[config.mk]
export PLATFORM = sky130hd
export DESIGN_NAME = ws2812_rgb_controller
export DESIGN_NICKNAME = d
export VERILOG_FILES = /design/src/rtl/ws2812_rgb_controller.sv
export SDC_FILE = /design/constraint.sdc
export NUM_CORES = 1
export LEC_CHECK = 0
export ABC_AREA = 1
export CORE_MARGIN = 5
export CORE_UTILIZATION = 48
export CTS_CLUSTER_DIAMETER = 30
export DETAILED_ROUTE_END_ITERATION = 10
export HOLD_SLACK_MARGIN = 0.12
export PLACE_DENSITY = 0.69
export SLEW_MARGIN = 20
export SYNTH_ARGS = -nofsm -noshare
export SYNTH_HDL_FRONTEND = slang
export SYNTH_SLANG_ARGS = --single-unit
[constraint.sdc]
create_clock -name clk_i -period 2.3 [get_ports clk_i]
set_input_delay 0.46 -clock clk_i [delete_from_list [all_inputs] [get_ports clk_i]]
set_output_delay 0.46 -clock clk_i [all_outputs]
set_load 0.02 [all_outputs]
[src/rtl/ws2812_rgb_controller.sv]
// WS2812 single-wire serialiser: shifts one GRB pixel out MSB first, or holds the
// line low for the strip latch period. All outputs come straight from flops.
module ws2812_rgb_controller #(
    parameter int unsigned T0H_CYCLES   = 4,
    parameter int unsigned T1H_CYCLES   = 8,
    parameter int unsigned BIT_CYCLES   = 13,
    parameter int unsigned LATCH_CYCLES = 500
) (
    input  logic       clk_i,
    input  logic       rst_i,
    input  logic [7:0] r_i,
    input  logic [7:0] g_i,
    input  logic [7:0] b_i,
    input  logic [1:0] cmd_i,
    output logic       cmd_req_o,
    output logic       data_out_o
);

    // One counter serves both the per-bit timing and the latch period.
    localparam int unsigned CntMax = (LATCH_CYCLES > BIT_CYCLES) ? LATCH_CYCLES : BIT_CYCLES;
    localparam int unsigned CntW   = $clog2(CntMax);

    typedef logic [CntW-1:0] cnt_t;

    localparam cnt_t BitLast   = cnt_t'(BIT_CYCLES - 1);
    localparam cnt_t LatchLast = cnt_t'(LATCH_CYCLES - 1);
    localparam cnt_t T0hCnt    = cnt_t'(T0H_CYCLES);
    localparam cnt_t T1hCnt    = cnt_t'(T1H_CYCLES);

    localparam logic [1:0] CmdSend  = 2'b01;
    localparam logic [1:0] CmdLatch = 2'b10;

    localparam logic [4:0] LastBit = 5'd23;

    typedef enum logic [1:0] {
        StIdle,
        StSend,
        StLatch
    } state_e;

    state_e      state_q, state_d;
    cnt_t        cnt_q, cnt_d;
    logic [4:0]  bit_q, bit_d;
    logic [23:0] sr_q, sr_d;
    logic        data_out_q, data_out_d;
    logic        cmd_req_q, cmd_req_d;

    // State, datapath and output registers with synchronous reset.
    always_ff @(posedge clk_i) begin
        if (rst_i) begin
            state_q    <= StIdle;
            cnt_q      <= '0;
            bit_q      <= '0;
            sr_q       <= '0;
            data_out_q <= 1'b0;
            cmd_req_q  <= 1'b1;
        end else begin
            state_q    <= state_d;
            cnt_q      <= cnt_d;
            bit_q      <= bit_d;
            sr_q       <= sr_d;
            data_out_q <= data_out_d;
            cmd_req_q  <= cmd_req_d;
        end
    end

    // Next-state: command acceptance in idle, bit/cycle sequencing, latch timing.
    always_comb begin
        state_d = state_q;
        cnt_d   = cnt_q;
        bit_d   = bit_q;
        sr_d    = sr_q;
        unique case (state_q)
            StIdle: begin
                if (cmd_i == CmdSend) begin
                    state_d = StSend;
                    sr_d    = {g_i, r_i, b_i};
                    cnt_d   = '0;
                    bit_d   = '0;
                end else if (cmd_i == CmdLatch) begin
                    state_d = StLatch;
                    cnt_d   = '0;
                end
            end
            StSend: begin
                if (cnt_q == BitLast) begin
                    cnt_d = '0;
                    if (bit_q == LastBit) begin
                        state_d = StIdle;
                    end else begin
                        bit_d = bit_q + 5'd1;
                        sr_d  = {sr_q[22:0], 1'b0};
                    end
                end else begin
                    cnt_d = cnt_q + cnt_t'(1);
                end
            end
            StLatch: begin
                if (cnt_q == LatchLast) begin
                    state_d = StIdle;
                    cnt_d   = '0;
                end else begin
                    cnt_d = cnt_q + cnt_t'(1);
                end
            end
            default: begin
                state_d = StIdle;
            end
        endcase
    end

    // Outputs are decoded from next-state values so the registered line lines up
    // with the cycle the counter describes (first high cycle right after acceptance).
    always_comb begin
        cmd_req_d  = (state_d == StIdle);
        data_out_d = (state_d == StSend) && (cnt_d < (sr_d[23] ? T1hCnt : T0hCnt));
    end

    assign cmd_req_o  = cmd_req_q;
    assign data_out_o = data_out_q;

endmodule

==> out/qor_table.md <==
| Parameter | This run |
| --- | --- |
| Sequential fraction of the synthesis area | 39.2% |
| Fin Clk Skew | 3.91 ps |
| Multiplexer area fraction after synthesis | 0% |
| Root Driver | sky130_fd_sc_hd__clkbuf_8 |
| Die Footprint | 5910 um2 |
| Number of global-route vias before repair | 1940 |
| End-of-flow core utilization | 60.0% |
| Detailed-route via count | 2069 |
| Post-synthesis instance total | 310 |
| List of cells traversed by the critical path | inv_1 -> ha_1 -> nand4_1 -> nor2_4 -> nand3_1 -> nand2_1 -> nand2_1 -> ha_1 -> nor2_1 -> nand2_1 -> nor2_1 -> nand3_1 -> nor2_1 |
| Number of clock sinks seen by CTS | 42 |
| Number of enable-type register cells in the synthesized netlist | 0 |
| CTS buffer count | 5 |
| Adder and majority gate portion of the synthesized area | 3.50% |
| Post-Syn Nets | 344 |
| Final Critical Period | 1980 ps |
| Leading cell types in the layout, fill and taps excluded | sky130_fd_sc_hd__nand2_1 (91), sky130_fd_sc_hd__dfxtp_1 (42), sky130_fd_sc_hd__clkdlybuf4s50_1 (29) |
| Global-route wire length before repair | 8890 um |
| Yosys warning count | 0 |
| Area of placed instances | 2490 um2 |
| Initial antenna violation count | 0 |
| I/O pin cnt | 30 |
| Total negative slack | 0 ps |
| Final total power | 1.73 mW |
| Average via count per standard cell | 5.26 |
| Count of max-cap constraint violations | 0 |
| Run status | finished clean |
| Synth Area in Compound Gates | 16.6% |
| Growth of design area from synthesis to finish | 21.7% |
| Remaining antenna violation count | 0 |
| Sum of routed wire length over all layers | 5030 um |
| Count of unique library cells instantiated by Yosys | 31 |
| Power per cell area | 661 nW/um2 |
| Gp weighted congestion | 0.881 |
| Initial cell density of the core | 49.3% |
| Post-synthesis area per instance | 6.92 um2 |
| Syn Std Cell Area | 2150 um2 |
| Synth Register Bits | 42 |
| Max-slew headroom at the worst pin | 82.8% |
| Commonest register cell after synthesis | sky130_fd_sc_hd__dfxtp_1 |
| Width of the chip | 76.9 um |
| Synth Area in XOR/XNOR | 0% |
| Area of the core | 4350 um2 |
| Final Hold Violating Endpoints | 0 |
| Cell family contributing the most delay on the critical path | simple AND/OR/NAND/NOR gates |
| DRC viols | 0 |
| Post-synthesis async set-or-reset flop share | 0% |
| Critical Path Fanout Max | 7 |
| Static Leak | 1.04 nW |
| Total congestion overflow | 0 |
| Peak ir drop on the vdd network | 0.426 mV |
| Ratio of cells with drive above 1 in the final layout | 10.6% |
| Worst setup EP type | flip-flop |
| Most common library cell in the layout ignoring fill and taps | sky130_fd_sc_hd__nand2_1 |
| Core Rows | 24 |
| Share of the clock period used by the worst path | 86.0% |
| Overall Global Routing Usage | 17.9% |
| Number of buffer and inverter instances along the worst setup path | 1 |
| Maximum number of pins on one net before global-route repair | 24 |
| HPWL Detailed | 3610 um |
| Pre-antenna DRT Iters | 4 |
| Final layout net count | 375 |
| Fmax | 0.505 GHz |
| Setup repair after global routing missed its margin | false |
| Clock latency on the worst-skew pair | 290 ps |
| Number of H-tree levels | 2 |
| Critical path class | reg2reg |
| Number of max-slew violations in the final report | 0 |
| Die height | 76.9 um |
| Worst-Margin Slew | 255 ps |
| Port bufs | 29 |
| Count of final setup violators | 0 |
| Worst path required time | 2520 ps |
| DR WL/cell | 12.8 um |
| Slowest cell on the critical path | sky130_fd_sc_hd__dfxtp_1 |
| Maximum root-to-sink buffer count | 2 |
| Hold crit path type | reg2reg |
| Startpoint class of the critical path | flip-flop |
| Worst path max stage delay | 330 ps |
| Antenna diodes | 0 |
| Clock Pin Slew Worst Setup and Hold Paths | 80 ps |
| Main combinational cell family by area after synthesis | simple AND/OR/NAND/NOR gates |
| # hold bufs at CTS | 0 |
| Design Area, Final | 2610 um2 |
| First DRT Iteration DRCs | 170 |
| Clock tree from TritonCTS | built |
| Basic-gate share of the synthesized area counting and, or, nand and nor cells | 31.8% |
| Worst Path Arrival | 2200 ps |
[state kept, by name, summed over array words and instances, names as in the netlist]
| name | cells |
|---|---|
| cmd_req_o | 1 |
| sr_q | 24 |
| cnt_q | 9 |
| data_out_o | 1 |
| bit_q | 5 |
| state_q | 2 |
[layer usage]
layer / GRT usage [%] / wire (um) / up-vias
met4: 5.59 / 63 / 0
met1: 23.8 / 2320 / 934
met2: 28.7 / 2390 / 50
li1: - / - / 1079
met3: 4.22 / 248 / 6
met5: 0 / 0 / -
[synthesized netlist by cell type (2+ instances only)]
cell                       instances  share of area, %
sky130_fd_sc_hd__nand2_1          91                16
sky130_fd_sc_hd__dfxtp_1          42                39
sky130_fd_sc_hd__nor2_1           28               4.9
sky130_fd_sc_hd__inv_1            26               4.5
sky130_fd_sc_hd__nand3_1          22               5.1
sky130_fd_sc_hd__a21oi_1          21               4.9
sky130_fd_sc_hd__a31oi_1          13               3.8
sky130_fd_sc_hd__a32oi_1           8               3.3
sky130_fd_sc_hd__nand2_2           7               2.0
sky130_fd_sc_hd__clkbuf_1          6               1.0
sky130_fd_sc_hd__ha_1              6               3.5
sky130_fd_sc_hd__buf_2             5               1.2
sky130_fd_sc_hd__inv_2             5              0.87
sky130_fd_sc_hd__o21ai_0           5               1.2
sky130_fd_sc_hd__nor2_2            3              0.87
sky130_fd_sc_hd__nor3_1            3              0.70
sky130_fd_sc_hd__a21oi_2           2              0.82
sky130_fd_sc_hd__buf_4             2              0.70
sky130_fd_sc_hd__nand4_1           2              0.58
sky130_fd_sc_hd__nor2_4            2               1.0
[cell type report]
type,count,area (um2)
repair buffers,38,358
fillers,412,1740
clock inverters,1,30.0
clock buffers,6,82.6
inverters,31,116
multi-input cells,223,1120
flip-flops and latches,42,841
well taps,52,65.1
[logic make-up (layout without fill, tap and decap cells)]
family / Yosys count / in the layout
AO/OA/AOI/OAI: 57 / 57
adder cells (fa/ha/maj): 6 / 6
buffers and inverters: 45 / 76
flip-flops: 42 / 42
AND/OR/NAND/NOR: 160 / 160
[power by group]
part,internal (mW),switching [mW]
logic,0.138,0.196
registers,0.771,0.0269
clock network,0.347,0.248
[tightest hold or removal path: stages (launching register included)]
cell and delay (ps):
sky130_fd_sc_hd__dfxtp_1 310, sky130_fd_sc_hd__nand2_1 60, sky130_fd_sc_hd__a21oi_1 60
[worst paths after layout]
kind              startpoint         end  slack, ps  cells after the start
hold reg to reg      sr_q[5]     sr_q[5]        470                      2
setup reg to reg    cnt_q[0]  data_out_o        320                     13
hold / removal       sr_q[5]     sr_q[5]        470                      2
setup / recovery    cnt_q[0]  data_out_o        320                     13
[per-stage QoR]
step / setup WS [ps] / hold slack, ps / std cells
CTS: 256 / 474 / 393
detailed placement: 63.2 / 457 / 386
global placement: 129 / 453 / 386
global route: 66.7 / 489 / 393
finish: 322 / 471 / 393
floorplan: 567 / 444 / 310
[repair_timing]
action / 4_1_cts / 5_1_grt
resized for setup: 0 / 1
endpoints found under the hold margin: 0 / 0
setup buffers: 0 / 0
endpoints found under the setup margin: 0 / 1
No activity file was read; power rests on OpenSTA's default activity.
